[src/rtl/seg_tally_decoder.sv]
// seg_tally_decoder: recovers a 0..5 vote count from a 7-segment glyph bus.
//   clk        system clock
//   rst        synchronous active-high reset
//   segs_in    segment bus, asynchronous to clk (bit 6 = segs[6])
//   cnt_out    decoded vote count 0..5, frozen while cnt_valid is high
//   maj_out    1 when cnt_out >= 3
//   cnt_valid  cnt_out/maj_out hold a new, not yet accepted count
//   cnt_ready  downstream accepts the count (ignored while cnt_valid = 0)
//   glyph_err  one-cycle pulse when an illegal pattern settles
//   err_count  saturating count of illegal settled patterns
module seg_tally_decoder #(
  parameter int unsigned STABLE_CYCLES = 4,
  parameter int unsigned ERR_W         = 8
) (
  input  logic             clk,
  input  logic             rst,
  input  logic [6:0]       segs_in,
  output logic [2:0]       cnt_out,
  output logic             maj_out,
  output logic             cnt_valid,
  input  logic             cnt_ready,
  output logic             glyph_err,
  output logic [ERR_W-1:0] err_count
);

  localparam int unsigned SEG_W = 7;
  localparam int unsigned CNT_W = 3;
  localparam int unsigned RUN_W = 8;

  typedef enum logic [1:0] {
    IDLE   = 2'd0,
    SETTLE = 2'd1,
    EMIT   = 2'd2
  } state_t;

  state_t state_q, state_d;

  logic [SEG_W-1:0] sync1_q, sync2_q;
  logic [SEG_W-1:0] cand_q;
  logic [RUN_W-1:0] run_q;
  logic             settle_q;

  logic             pend_q, pend_d;
  logic [SEG_W-1:0] pend_code_q, pend_code_d;
  logic [CNT_W-1:0] last_q, last_d;
  logic             last_vld_q, last_vld_d;
  logic             first_q, first_d;

  logic [CNT_W-1:0] cnt_d;
  logic             maj_d;
  logic             valid_d;
  logic             err_d;
  logic [ERR_W-1:0] errcnt_d;

  logic             chg_c;
  logic             evt_c;
  logic [SEG_W-1:0] evt_code_c;
  logic             dec_legal_c;
  logic [CNT_W-1:0] dec_cnt_c;
  logic [RUN_W-1:0] run_inc_c;

  // Glyph lookup: {legal, count}
  function automatic logic [CNT_W:0] decode_glyph(input logic [SEG_W-1:0] g);
    logic [CNT_W:0] r;
    r = '0;
    case (g)
      7'h1B:   r = {1'b1, 3'd0};
      7'h3B:   r = {1'b1, 3'd1};
      7'h79:   r = {1'b1, 3'd2};
      7'h6D:   r = {1'b1, 3'd3};
      7'h70:   r = {1'b1, 3'd4};
      7'h77:   r = {1'b1, 3'd5};
      default: r = '0;
    endcase
    return r;
  endfunction

  // Two-flop synchronizer for the asynchronous segment bus
  always_ff @(posedge clk) begin
    if (rst) begin
      sync1_q <= '0;
      sync2_q <= '0;
    end else begin
      sync1_q <= segs_in;
      sync2_q <= sync1_q;
    end
  end

  assign run_inc_c = run_q + RUN_W'(1);

  // Stability filter; settle_q pulses once in the cycle after the run reaches the window
  always_ff @(posedge clk) begin
    if (rst) begin
      cand_q   <= '0;
      run_q    <= '0;
      settle_q <= 1'b0;
    end else if (sync2_q != cand_q) begin
      cand_q   <= sync2_q;
      run_q    <= RUN_W'(1);
      settle_q <= (STABLE_CYCLES == 32'd1);
    end else if (run_q != RUN_W'(STABLE_CYCLES)) begin
      run_q    <= run_inc_c;
      settle_q <= (run_inc_c == RUN_W'(STABLE_CYCLES));
    end else begin
      settle_q <= 1'b0;
    end
  end

  assign chg_c = (sync2_q != cand_q);

  // A fresh settle event takes priority over one parked during EMIT
  assign evt_c      = settle_q | pend_q;
  assign evt_code_c = settle_q ? cand_q : pend_code_q;
  assign {dec_legal_c, dec_cnt_c} = decode_glyph(evt_code_c);

  // State and registered outputs
  always_ff @(posedge clk) begin
    if (rst) begin
      state_q     <= IDLE;
      cnt_out     <= '0;
      maj_out     <= 1'b0;
      cnt_valid   <= 1'b0;
      glyph_err   <= 1'b0;
      err_count   <= '0;
      pend_q      <= 1'b0;
      pend_code_q <= '0;
      last_q      <= '0;
      last_vld_q  <= 1'b0;
      first_q     <= 1'b1;
    end else begin
      state_q     <= state_d;
      cnt_out     <= cnt_d;
      maj_out     <= maj_d;
      cnt_valid   <= valid_d;
      glyph_err   <= err_d;
      err_count   <= errcnt_d;
      pend_q      <= pend_d;
      pend_code_q <= pend_code_d;
      last_q      <= last_d;
      last_vld_q  <= last_vld_d;
      first_q     <= first_d;
    end
  end

  // Next-state and output logic
  always_comb begin
    state_d     = state_q;
    cnt_d       = cnt_out;
    maj_d       = maj_out;
    valid_d     = cnt_valid;
    err_d       = 1'b0;
    errcnt_d    = err_count;
    pend_d      = pend_q;
    pend_code_d = pend_code_q;
    last_d      = last_q;
    last_vld_d  = last_vld_q;
    first_d     = first_q;

    case (state_q)
      IDLE, SETTLE: begin
        if (state_q == IDLE) begin
          first_d = 1'b0;
        end
        if (evt_c) begin
          pend_d  = 1'b0;
          state_d = IDLE;
          if (!dec_legal_c) begin
            err_d = 1'b1;
            if (err_count != {ERR_W{1'b1}}) begin
              errcnt_d = err_count + ERR_W'(1);
            end
          end else if (!last_vld_q || (dec_cnt_c != last_q)) begin
            cnt_d   = dec_cnt_c;
            maj_d   = (dec_cnt_c >= 3'd3);
            valid_d = 1'b1;
            state_d = EMIT;
          end
        end else if ((state_q == IDLE) && (chg_c || first_q)) begin
          state_d = SETTLE;
        end
      end
      EMIT: begin
        // Keep only the newest pattern that settles while backpressured
        if (settle_q) begin
          pend_d      = 1'b1;
          pend_code_d = cand_q;
        end
        if (cnt_ready) begin
          last_d     = cnt_out;
          last_vld_d = 1'b1;
          valid_d    = 1'b0;
          state_d    = IDLE;
        end
      end
      default: state_d = IDLE;
    endcase
  end

endmodule

[config.mk]
export PLATFORM = sky130hd
export DESIGN_NAME = seg_tally_decoder
export DESIGN_NICKNAME = d
export VERILOG_FILES = /design/src/rtl/seg_tally_decoder.sv
export SDC_FILE = /design/constraint.sdc
export NUM_CORES = 1
export LEC_CHECK = 0
export CAP_MARGIN = 20
export CORE_UTILIZATION = 52
export DETAILED_ROUTE_END_ITERATION = 10
export GPL_TIMING_DRIVEN = 0
export PLACE_DENSITY_LB_ADDON = 0.1
export SYNTH_ARGS = -nofsm -noshare
export SYNTH_HDL_FRONTEND = slang
export SYNTH_SLANG_ARGS = --single-unit
[constraint.sdc]
create_clock -name clk -period 2.8 [get_ports clk]
set_input_delay 0.84 -clock clk [delete_from_list [all_inputs] [get_ports clk]]
set_output_delay 0.84 -clock clk [all_outputs]
set_load 0.01 [all_outputs]
## Word-level counts from Yosys, hierarchy flattened

Index checks and enable logic that the tools add are counted.

- Logic and storage cells: 81
- Output and inout bits: 14
- Register bits: 59

- Bitwise gates (word level): 5
- Eq/ne operators: 19
- $add $sub $neg: 2
- Mux-type cells: 19
- Magnitude comparators: 1
- Reduce and logical (&&, ||, !) cells: 18

Operators by type and width:

| cell | count |
|---|---|
| $eq 7x7->1 const B | 4 |
| $pmux 4 s6 | 1 |
| $add 8x1->8 const B | 2 |
| $mux 2 | 5 |
| $ne 2x2->1 const B | 5 |
| $mux 1 | 9 |
| $eq 8x3->1 const B | 1 |
| $ne 8x3->1 const B | 1 |
| $ne 8x8->1 const B | 1 |
| $reduce_and 4->1 | 2 |
| $eq 7x5->1 const B | 1 |
| $eq 7x6->1 const B | 1 |
| $mux 7 | 1 |
| $ne 7x7->1 | 1 |
| $reduce_and 2->1 | 3 |
| $reduce_or 3->1 | 2 |
| $reduce_and 5->1 | 1 |
| $not 1->1 | 4 |
| $pmux 1 s2 | 2 |
| $pmux 2 s2 | 1 |
| $reduce_bool 2->1 | 2 |
| $reduce_or 2->1 | 2 |
| $ge 3x2->1 const B | 1 |
| $ne 3x3->1 | 1 |
| 9 further kinds | 10 |

## Depth between registers and ports, before layout

Gate-level depths: netlist (run 1).

- Depth in word-level cells: 9
- Mapped depth: 9
- Depth with buffers taken out: 6

## Least setup slack after synthesis (run 1)

OpenSTA, ideal clock, no wires.

- Kind: register -> register
- Start point: reg settle_q
- End point: reg cnt_out[0]
- Arrival time: 1.892 ns
- Setup slack: 0.785 ns
- Stages on the path, launching flop included: 8
- Period minus slack after synthesis: 2.015 ns
- Cells stage by stage: dfxtp_1 buf_6 mux2i_1 and3_4 o211ai_4 and2_4 a311oi_2 mux2_1

- Cells in the longest elaborated chain, start to end: 6
- Elaborated cells between the ends (all ways): 12
- Classes of those cells: eq/ne (7); mux (2); bitwise (1); reduce/logical (2)

RTL lines:

| item | RTL line | text |
|---|---|---|
| start: declaration | 41 | `logic settle_q;` |
| start signal: assignment | 100 | `settle_q <= (STABLE_CYCLES == 32'd1);` |
| start signal: assignment | 103 | `settle_q <= (run_inc_c == RUN_W'(STABLE_CYCLES));` |
| $mux 7 | n/a |  |
| $eq 7x7->1 (tied with other cells) | 66 | `case (g)` |
| $pmux 4 s6 | 66 |  |
| $ne 3x3->1 | 172 | `end else if (!last_vld_q \|\| (dec_cnt_c != last_q)) begin` |
| $logic_or 1x1->1 | 172 |  |
| $reduce_and 4->1 (no source line) | n/a |  |
| end signal: assignment | 132 | `cnt_out <= cnt_d;` |
| end: declaration | 18 | `output logic [2:0] cnt_out,` |

Several ways; a longest one is shown, not always the timed one.
A chain may end at the register's enable or synchronous reset.

## Worst setup path after layout (run 1)

- Start point: reg settle_q
- End point: reg cnt_out[1]

The elaborated chain is that of the path after synthesis.

==> results of run 1 <==
## Yosys cell counts, types with 2 or more instances
master / n / area (um2)
nand3b_1: 5 / 37.5
nor4_1: 2 / 12.5
mux2i_1: 5 / 50.1
mux2i_2: 2 / 27.5
nor2b_1: 26 / 163
xor2_1: 11 / 96.3
nor2_1: 21 / 78.8
and3_1: 3 / 18.8
nand3_1: 22 / 110
clkbuf_1: 6 / 22.5
nand2_1: 19 / 71.3
ha_1: 3 / 37.5
mux2_1: 3 / 33.8
a21oi_1: 22 / 110
nand2b_1: 6 / 37.5
buf_6: 3 / 33.8
dfxtp_1: 59 / 1180
xnor2_1: 8 / 70.1
inv_1: 5 / 18.8
o21ai_0: 8 / 40.0
nand4bb_1: 2 / 22.5
or3_1: 6 / 37.5
## power groups by stage
stage                     clock network (mW)  registers (mW)  logic (mW)
after global placement                     0           0.886      0.0712
after global routing                   0.949           0.868      0.0793
final                                  0.890           0.867      0.0718
after detailed placement                   0           0.886      0.0725
after CTS                              0.909           0.867      0.0731
after floorplan                            0           0.883      0.0469
## metal layers
layer	GRT usage [%]	routed length [um]	up-vias
li1	-	-	1018
met1	26.9	2450	912
met2	31.2	2200	31
met3	6.94	177	9
met4	8.28	63	0
met5	0	0	-
## layout by cell type (no fill, tap or decap), drive strengths merged, types with 2 or more instances in the layout
cell type      Yosys  layout
nor4               2       2
nand2             19      19
ha                 3       3
a211oi             2       2
nor2b             26      26
xnor2              8       8
clkinv             0       2
mux2i              7       7
o21ai              9       9
bufinv             0       2
nand2b             7       7
buf                6       6
nor2              21      21
mux2               3       3
a21oi             22      22
clkdlybuf4s50      0      22
nand4              2       2
or3                6       6
a32oi              2       2
xor2              11      11
dfxtp             59      59
and3               5       5
nand3             23      23
nand3b             5       5
inv                5       5
nand4bb            2       2
clkbuf             6      17
## registers in the layout, indices dropped and copies added, names as in the netlist
name         count
cnt_valid        1
maj_out          1
settle_q         1
sync1_q          7
first_q          1
cand_q           7
state_q          2
last_vld_q       1
pend_q           1
glyph_err        1
err_count        8
run_q            8
cnt_out          3
last_q           3
pend_code_q      7
sync2_q          7
## through the flow
stage | cells | power [mW] | area (um2)
after global placement | 364 | 0.957 | 2890
after floorplan | 275 | 0.930 | 2590
final | 380 | 1.83 | 3130
after detailed placement | 364 | 0.959 | 2890
after CTS | 380 | 1.85 | 3130
after global routing | 380 | 1.90 | 3130
## cells by family (layout without fill, tap and decap cells)
| family | count (synthesis) | in the layout | share of synthesized area [%] |
|---|---|---|---|
| simple gates | 125 | 125 | 27.2 |
| flops | 59 | 59 | 45.6 |
| compound gates | 42 | 42 | 11.1 |
| xor+xnor | 19 | 19 | 6.43 |
| buf+inv | 17 | 55 | 3.82 |
| mux | 10 | 10 | 4.30 |
| fa+ha+maj | 3 | 3 | 1.45 |
## final timing paths
check                to  cells after the start
min          sync2_q[6]                      1
max reg2reg  cnt_out[1]                      7
max          cnt_out[1]                      7
min reg2reg  sync2_q[6]                      1
## cell type report
class / count / area (um2)
clock buffer: 11 / 151
clock inverter: 5 / 85.1
buffer: 12 / 80.1
inverter: 5 / 18.8
timing repair buffer: 22 / 220
multi-input combinational: 199 / 1310
sequential: 59 / 1180
fill: 425 / 1630
tap: 67 / 83.8
==> metrics.txt, run 1 <==
outcome=finished clean; Cell Pwr Density=585 mW/mm2; CTS tree=done; die height=between 70 and 80 um; post-synthesis sequential area ratio=between 40 and 50%; Routed Wire Length=4890 um; synthesized cell area=~0.0026 mm2; Die Wd=72.5 um; critical path class=flip-flop to flip-flop; Final min period=2.24 ns; VDD IR max=around 390 uV; hold slack final=~0.44 ns; Worst Path Required=roughly 3.0 ns; setup TNS=0 ns; Slew Limit Headroom=62.4%; antenna violations before repair=0; cts hold-fix bufs=0; combinational power share=3.9%; Fmax=0.447 GHz; Placer Congestion=0.915; initial drt markers=between 50 and 60; CTS buffer count=9; root buffer cell=clkbuf_8; CP Launch Point=settle_q; Site Rows=25; first-pass GRT wire length=8140 um; hpwl dp=approximately 3500 um; final worst setup slack=0.562 ns; nets@finish=~320; Die ar.=around 0.0053 mm2; Top Ports=24; I/O Buffers=22; Setup Slack @ Placement=0.568 ns; # resized after CTS=0; layout cells sized above 1=11.5%; Post-DRT Antenna Nets=0; cell family with most CP delay=compound AO/OA/AOI/OAI gates; HP Class=flip-flop to flip-flop; final core occ=roughly 66%; endpoints failing hold=0; final setup fails=0; number of remaining DRC errors=0; largest net degree at the start of global routing=12; hold path start=sync1_q[6]; crit-path max cell delay=0.42 ns; htree depth=3; WP data arrival=2.45 ns; vias in the first global route=about 1800; Core Footprint=0.00475 mm2; R2R Setup Slk=0.56 ns; gr ovfl total=0; Syn Inst Count=275; Crit Path Max Fanout=5; # diodes=0; Reg power frac=47.4%; startpoint types=flip-flop; RSZ-0062 raised after global routing=false; Static Leak=1.10 nW; syn nets=288; switching pwr=386 uW; Avg WL per Cell=around 13 um; Critical Path End Type=flip-flop; register bit total from synthesis=59; Global Route Usage Sum=20.5%; Sw Share=21.1%; FF-to-FF Start=settle_q; Int Power=between 1 and 1.5 mW; CP max-delay cell=a311oi_2; CP bufs+invs=1; Worst-Margin Slew=about 0.56 ns; Worst-path clk slew=0.07 ns; max cap viols=0; Skew-Pair Late Insertion Delay=0.33 ns; Clock Power Share=48.7%; main flop type after synthesis=dfxtp_1; Max Clock Skew=0.00781 ns; number of distinct library cells after synthesis=50; Mapped Avg Cell Area=between 9 and 10 um2; Yosys warning count=0; clk sink count=just under 60; Post-CTS Setup Bufs=0; Initial Util=approximately 54%; final count of pins violating max slew=0; number of synthesized flops with an enable pin=0; vias per cell=5.18; Via Count=1970; Cell Chain, Critical Path=buf_6 > mux2i_1 > a211oi_2 > a32oi_2 > xor2_1 > a311oi_2 > mux2_1; synthesis-to-layout area growth=20.9%; CTS max path bufs=2; final worst-path cycle share=79.9%; ys async rst share=0%; DR pass1 iterations=4
Power figures use the tool's default switching activity.
==> run 2, diff against run 1 <==
==> constraint.sdc (replaced) <==
create_clock -name clk -period 2.3 [get_ports clk]
set_input_delay 0.69 -clock clk [delete_from_list [all_inputs] [get_ports clk]]
set_output_delay 0.69 -clock clk [all_outputs]
set_load 0.01 [all_outputs]
==> metrics.txt, run 2 (synthesis results as in run 1) <==
outcome=finished clean; Top Ports=24 (unchanged); die height=72.5 um (unchanged); multi-input logic area=0.00132 mm2 (+1.2%); Skew-Pair Late Insertion Delay=0.33 ns (about the same); Slew Limit Headroom=62.3% (-0.14 points); # diodes=0 (unchanged); biggest regs=err_count (8), run_q (8); gr ovfl total=0 (unchanged); vias in the first global route=1813 (unchanged); most common cell after layout, fill and taps aside=dfxtp_1; Post-CTS Setup Bufs=0 (unchanged); Setup Slack @ Placement=0.0682 ns (-0.500 ns); final count of pins violating max slew=0 (unchanged); endpoints failing hold=0 (unchanged); Final min period=2.21 ns (-0.0323 ns); nets@finish=321 (unchanged); R2R cell count=7 (unchanged); RSZ-0062 raised after global routing=false; Worst Hold Depth=1 (unchanged); Site Rows=25 (unchanged); Routed Wire Length=4920 um (+0.72%); critical path class=flip-flop to flip-flop; Clock Power Share=48.7% (about the same); antenna violations before repair=0 (unchanged); Crit Reg-Reg Endpoint=cnt_out[1]; root buffer cell=clkbuf_8; R2R Setup Slk=0.09 ns (-0.47 ns); Initial Util=54.4% (unchanged); Tot Pwr=2.23 mW (+22%); final core occ=66.1% (+0.34 points); Post-DRT Antenna Nets=0 (unchanged); Critical Path End Type=flip-flop; Worst-path clk slew=0.07 ns (about the same); Fmax=0.453 GHz (+1.5%); switching pwr=471 uW (+22%); commonest non-fill, non-tap cells in the layout=59 x dfxtp_1, 26 x nor2b_1, 22 x a21oi_1, 22 x clkdlybuf4s50_1; Die ar.=0.00526 mm2 (unchanged); Worst setup endpoint=cnt_out[1]; Static Leak=1.10 nW (about the same); final worst-path cycle share=95.9% (+16 points); Max Clock Skew=0.00778 ns (-0.0000333 ns); HP Class=flip-flop to flip-flop; WP data arrival=2.42 ns (-0.03 ns); first-pass GRT wire length=8140 um (unchanged); Crit Path Max Fanout=5 (unchanged); CTS buffer count=9 (unchanged); hold slack final=0.438 ns (-0.0000490 ns); Core Footprint=0.00475 mm2 (unchanged); Placer Congestion=0.915 (unchanged); highest metal used=met4; synthesis-to-layout area growth=21.5%; CTS max path bufs=2 (unchanged); CP Launch Point=settle_q; WL met1=2470 um (+0.82%); cts hold-fix bufs=0 (unchanged); register area=0.00118 mm2 (unchanged); DR pass1 iterations=4 (unchanged); initial drt markers=51 (-12%); htree depth=3 (unchanged); Cell Pwr Density=709 mW/mm2 (+21%); vias per cell=5.22 (+0.71%); final setup fails=0 (unchanged); final worst setup slack=0.0946 ns (-0.468 ns); clk sink count=59 (unchanged); VDD IR max=470 uV (+22%); Via Count=1984 (+0.71%); startpoint types=flip-flop; Int Power=1.76 mW (+22%); Worst-Margin Slew=0.566 ns (+0.00217 ns); number of remaining DRC errors=0 (unchanged); Filler cells=420 (-1.2%); CTS tree=done; Worst Path Required=2.52 ns (-0.50 ns); Global Route Usage Sum=20.5% (unchanged); Sw Share=21.1% (+0.034 points); Avg WL per Cell=13.0 um (+0.72%); Die Wd=72.5 um (unchanged); FF-to-FF Start=settle_q; setup TNS=0 ns (unchanged); DR WL met2=2230 um (+1.4%); largest net degree at the start of global routing=12 (unchanged); hpwl dp=3510 um (unchanged); I/O Buffers=22 (unchanged); layout cells sized above 1=11.8% (+0.32 points); combinational power share=3.9% (about the same); routed wire length on met3=184 um (+4.0%); Reg power frac=47.4% (about the same); max cap viols=0 (unchanged)
run 2: cell counts in the layout (fill, tap and decap cells not counted):
Identical to the previous run, type by type.
run 2: power by group through the flow:
stage | clock network (mW) | registers [mW] | logic [mW]
floorplan | 0 | 1.08 | 0.0571
global placement | 0 | 1.08 | 0.0867
detailed placement | 0 | 1.08 | 0.0882
CTS | 1.11 | 1.06 | 0.0890
global route | 1.16 | 1.06 | 0.0966
finish | 1.08 | 1.06 | 0.0877
run 2: per-stage QoR:
stage / instance area, um2 / cells
finish: 3140 / 380
global route: 3140 / 380
CTS: 3130 / 380
detailed placement: 2890 / 364
global placement: 2890 / 364
floorplan: 2590 / 275
run 2: critical path, cell delays in order (launching register included):
cell and delay, ns:
dfxtp_1 0.33, buf_6 0.13, mux2i_1 0.34, a211oi_2 0.08
a32oi_2 0.32, xor2_1 0.18, a311oi_4 0.36, mux2_1 0.35
run 2: how the worst min path moves through the flow:
| stage | start | end | slack, ns |
|---|---|---|---|
| after floorplan | sync1_q[0] | sync2_q[0] | 0.41 |
| after global placement | sync1_q[2] | sync2_q[2] | 0.42 |
| after detailed placement | sync1_q[6] | sync2_q[6] | 0.43 |
| after CTS | sync1_q[6] | sync2_q[6] | 0.44 |
| after global routing | sync1_q[3] | sync2_q[3] | 0.46 |
| final | sync1_q[6] | sync2_q[6] | 0.44 |
run 2: timing repair:
| action | in CTS | in global routing |
|---|---|---|
| resized for setup | 0 | 2 |
| endpoints found under the hold margin | 0 | 0 |
| endpoints found under the setup margin | 0 | 3 |
run 2: area by class of cell:
cell class / instances / share of cell area [%]
clock inverters: 5 / 2.71
well taps: 67 / 2.67
multi-input cells: 199 / 42.1
repair buffers: 22 / 7.00
flip-flops and latches: 59 / 37.6
clock buffers: 11 / 4.81
plain buffers: 12 / 2.55
inverters: 5 / 0.597
run 2: metal layers:
| layer | vias up | GRT usage (%) |
|---|---|---|
| met4 | 0 | 8.28 |
| met1 | 925 | 26.9 |
| met3 | 7 | 6.94 |
| met5 | - | 0 |
| met2 | 32 | 31.2 |
| li1 | 1020 | - |
==> run 3, diff against run 2 <==
==> constraint.sdc (replaced) <==
create_clock -name clk -period 2.3 [get_ports clk]
set_input_delay 0.69 -clock clk [delete_from_list [all_inputs] [get_ports clk]]
set_output_delay 0.69 -clock clk [all_outputs]
set_load 0.05 [all_outputs]
==> metrics.txt, run 3 (synthesis results as in run 1) <==
Final min period=2.23 ns (+0.0249 ns); Worst-path clk slew=0.07 ns (about the same); Core Footprint=0.00475 mm2 (unchanged); final worst setup slack=0.0698 ns (-0.0249 ns); largest net degree at the start of global routing=12 (unchanged); Post-DRT Antenna Nets=0 (unchanged); number of remaining DRC errors=0 (unchanged); endpoints failing hold=0 (unchanged); critical path class=flip-flop to output port; Post-CTS Setup Bufs=0 (unchanged); die height=72.5 um (unchanged); clk sink count=59 (unchanged); switching pwr=472 uW (+0.23%); CTS max path bufs=2 (unchanged); commonest non-fill, non-tap cells in the layout=59 x dfxtp_1, 26 x nor2b_1, 22 x a21oi_1, 21 x nor2_1, 21 x nand3_1; outcome=finished clean; vias in the first global route=1813 (unchanged); HP Class=flip-flop to flip-flop; htree depth=3 (unchanged); Slew Limit Headroom=61.9% (-0.37 points); hpwl dp=3510 um (unchanged); Max Clock Skew=0.00779 ns (+0.00000536 ns); Worst Hold Depth=1 (unchanged); Sw Share=21.2% (+0.039 points); layout cells sized above 1=11.8% (unchanged); Initial Util=54.4% (unchanged); CTS buffer count=9 (unchanged); startpoint types=flip-flop; CTS tree=done; Int Power=1.76 mW (about the same); root buffer cell=clkbuf_8; crit-path max cell delay=0.82 ns (+0.46 ns); Crit Reg-Reg Endpoint=cnt_out[1]; cell family with most CP delay=buffers and inverters; placed instance area=0.00289 mm2 (unchanged); Setup Slack @ Placement=0.0682 ns (unchanged); Via Count=1984 (unchanged); final count of pins violating max slew=0 (unchanged); nets@finish=321 (unchanged); Die ar.=0.00526 mm2 (unchanged); antenna violations before repair=0 (unchanged); setup TNS=0 ns (unchanged); post-route cell area=0.00315 mm2 (about the same); Top Ports=24 (unchanged); Avg WL per Cell=13.0 um (+0.12%); Reg power frac=47.4% (about the same); Fmax=0.448 GHz (-1.1%); combinational power share=4.0% (about the same); Site Rows=25 (unchanged); CP Launch Point=err_count[2]; Cell Pwr Density=709 mW/mm2 (about the same); synthesis-to-layout area growth=21.6% (about the same); Placer Congestion=0.915 (unchanged); CP max-delay cell=clkdlybuf4s50_1; Static Leak=1.12 nW (+2.2%); Worst-Margin Slew=0.571 ns (+0.00551 ns); register area=0.00118 mm2 (unchanged); final setup fails=0 (unchanged); hold path start=sync1_q[6]; Critical Path End Type=output port; gr ovfl total=0 (unchanged); Filler cells=420 (unchanged); initial drt markers=60 (+18%); CP bufs+invs=1 (unchanged); final worst-path cycle share=97.0% (+1.1 points); multi-input logic area=0.00132 mm2 (unchanged); FF-to-FF Start=settle_q; first-pass GRT wire length=8140 um (unchanged); Global Route Usage Sum=20.5% (unchanged); R2R cell count=7 (unchanged); biggest regs=err_count (8), run_q (8); Die Wd=72.5 um (unchanged); max cap viols=0 (unchanged); final core occ=66.2% (about the same); RSZ-0062 raised after global routing=false; Clock Power Share=48.7% (about the same); VDD IR max=470 uV (about the same); Cell Chain, Critical Path=clkdlybuf4s50_1; R2R Setup Slk=0.09 ns (about the same); Skew-Pair Late Insertion Delay=0.33 ns (about the same); Worst Path Required=1.61 ns (-0.91 ns); Crit Path Max Fanout=6 (+1); most common cell after layout, fill and taps aside=dfxtp_1; Hold EP=sync2_q[6]; Routed Wire Length=4930 um (+0.12%); # diodes=0 (unchanged); I/O Buffers=22 (unchanged); vias per cell=5.22 (unchanged); WP data arrival=1.54 ns (-0.88 ns); DR pass1 iterations=4 (unchanged)
[run 3: changes by cell type in the layout (fill, tap and decap cells not counted), sizes merged]
cell,previous run,this run
clkdlybuf4s50,22,20
dlygate4sd2,0,1
dlymetal6s2s,0,1
[run 3: worst max path at each step]
stage / to / slack [ns] / cells after the start
4_1_cts: err_count[1] / 0.0006 / 1
6_report: err_count[2] / 0.07 / 1
2_1_floorplan: cnt_out[0] / 0.28 / 7
5_1_grt: err_count[5] / 0.005 / 1
3_3_place_gp: cnt_out[1] / 0.06 / 7
3_5_place_dp: cnt_out[1] / 0.07 / 7
[run 3: layout make-up]
class / count / share of cell area [%]
multi-input combinational: 199 / 42.1
tap: 67 / 2.67
inverter: 5 / 0.597
buffer: 12 / 2.55
clock inverter: 5 / 2.70
timing repair buffer: 22 / 7.04
sequential: 59 / 37.5
clock buffer: 11 / 4.81
[run 3: power by group through the flow]
stage                     combinational, mW  sequential [mW]  clock, mW
final                                0.0882             1.06       1.08
after global routing                 0.0971             1.06       1.16
after CTS                            0.0895             1.06       1.11
after detailed placement             0.0888             1.08          0
after global placement               0.0873             1.08          0
after floorplan                      0.0571             1.08          0
[run 3: stage by stage]
stage	total power, mW	cells	hold slack (ns)
6_report	2.23	380	0.438
3_5_place_dp	1.17	364	0.427
3_3_place_gp	1.17	364	0.417
4_1_cts	2.25	380	0.443
2_1_floorplan	1.13	275	0.414
5_1_grt	2.31	380	0.456
[run 3: layer usage]
metal  share of wire [%]  routed length [um]  vias up  track usage (%)
met2                  45                2240       30             31.2
met1                  50                2470      928             26.9
met5                   0                   0        -                0
li1                    -                   -     1019                -
met3                 3.6                 177        7             6.94
met4                0.85                  42        0             8.28
[run 3: timing repair]
action / CTS / global route
endpoints found under the setup margin: 1 / 4
resized for setup: 1 / 3
pin swaps: 0 / 1
endpoints found under the hold margin: 0 / 0
gates cloned: 0 / 0
hold buffers: 0 / 0
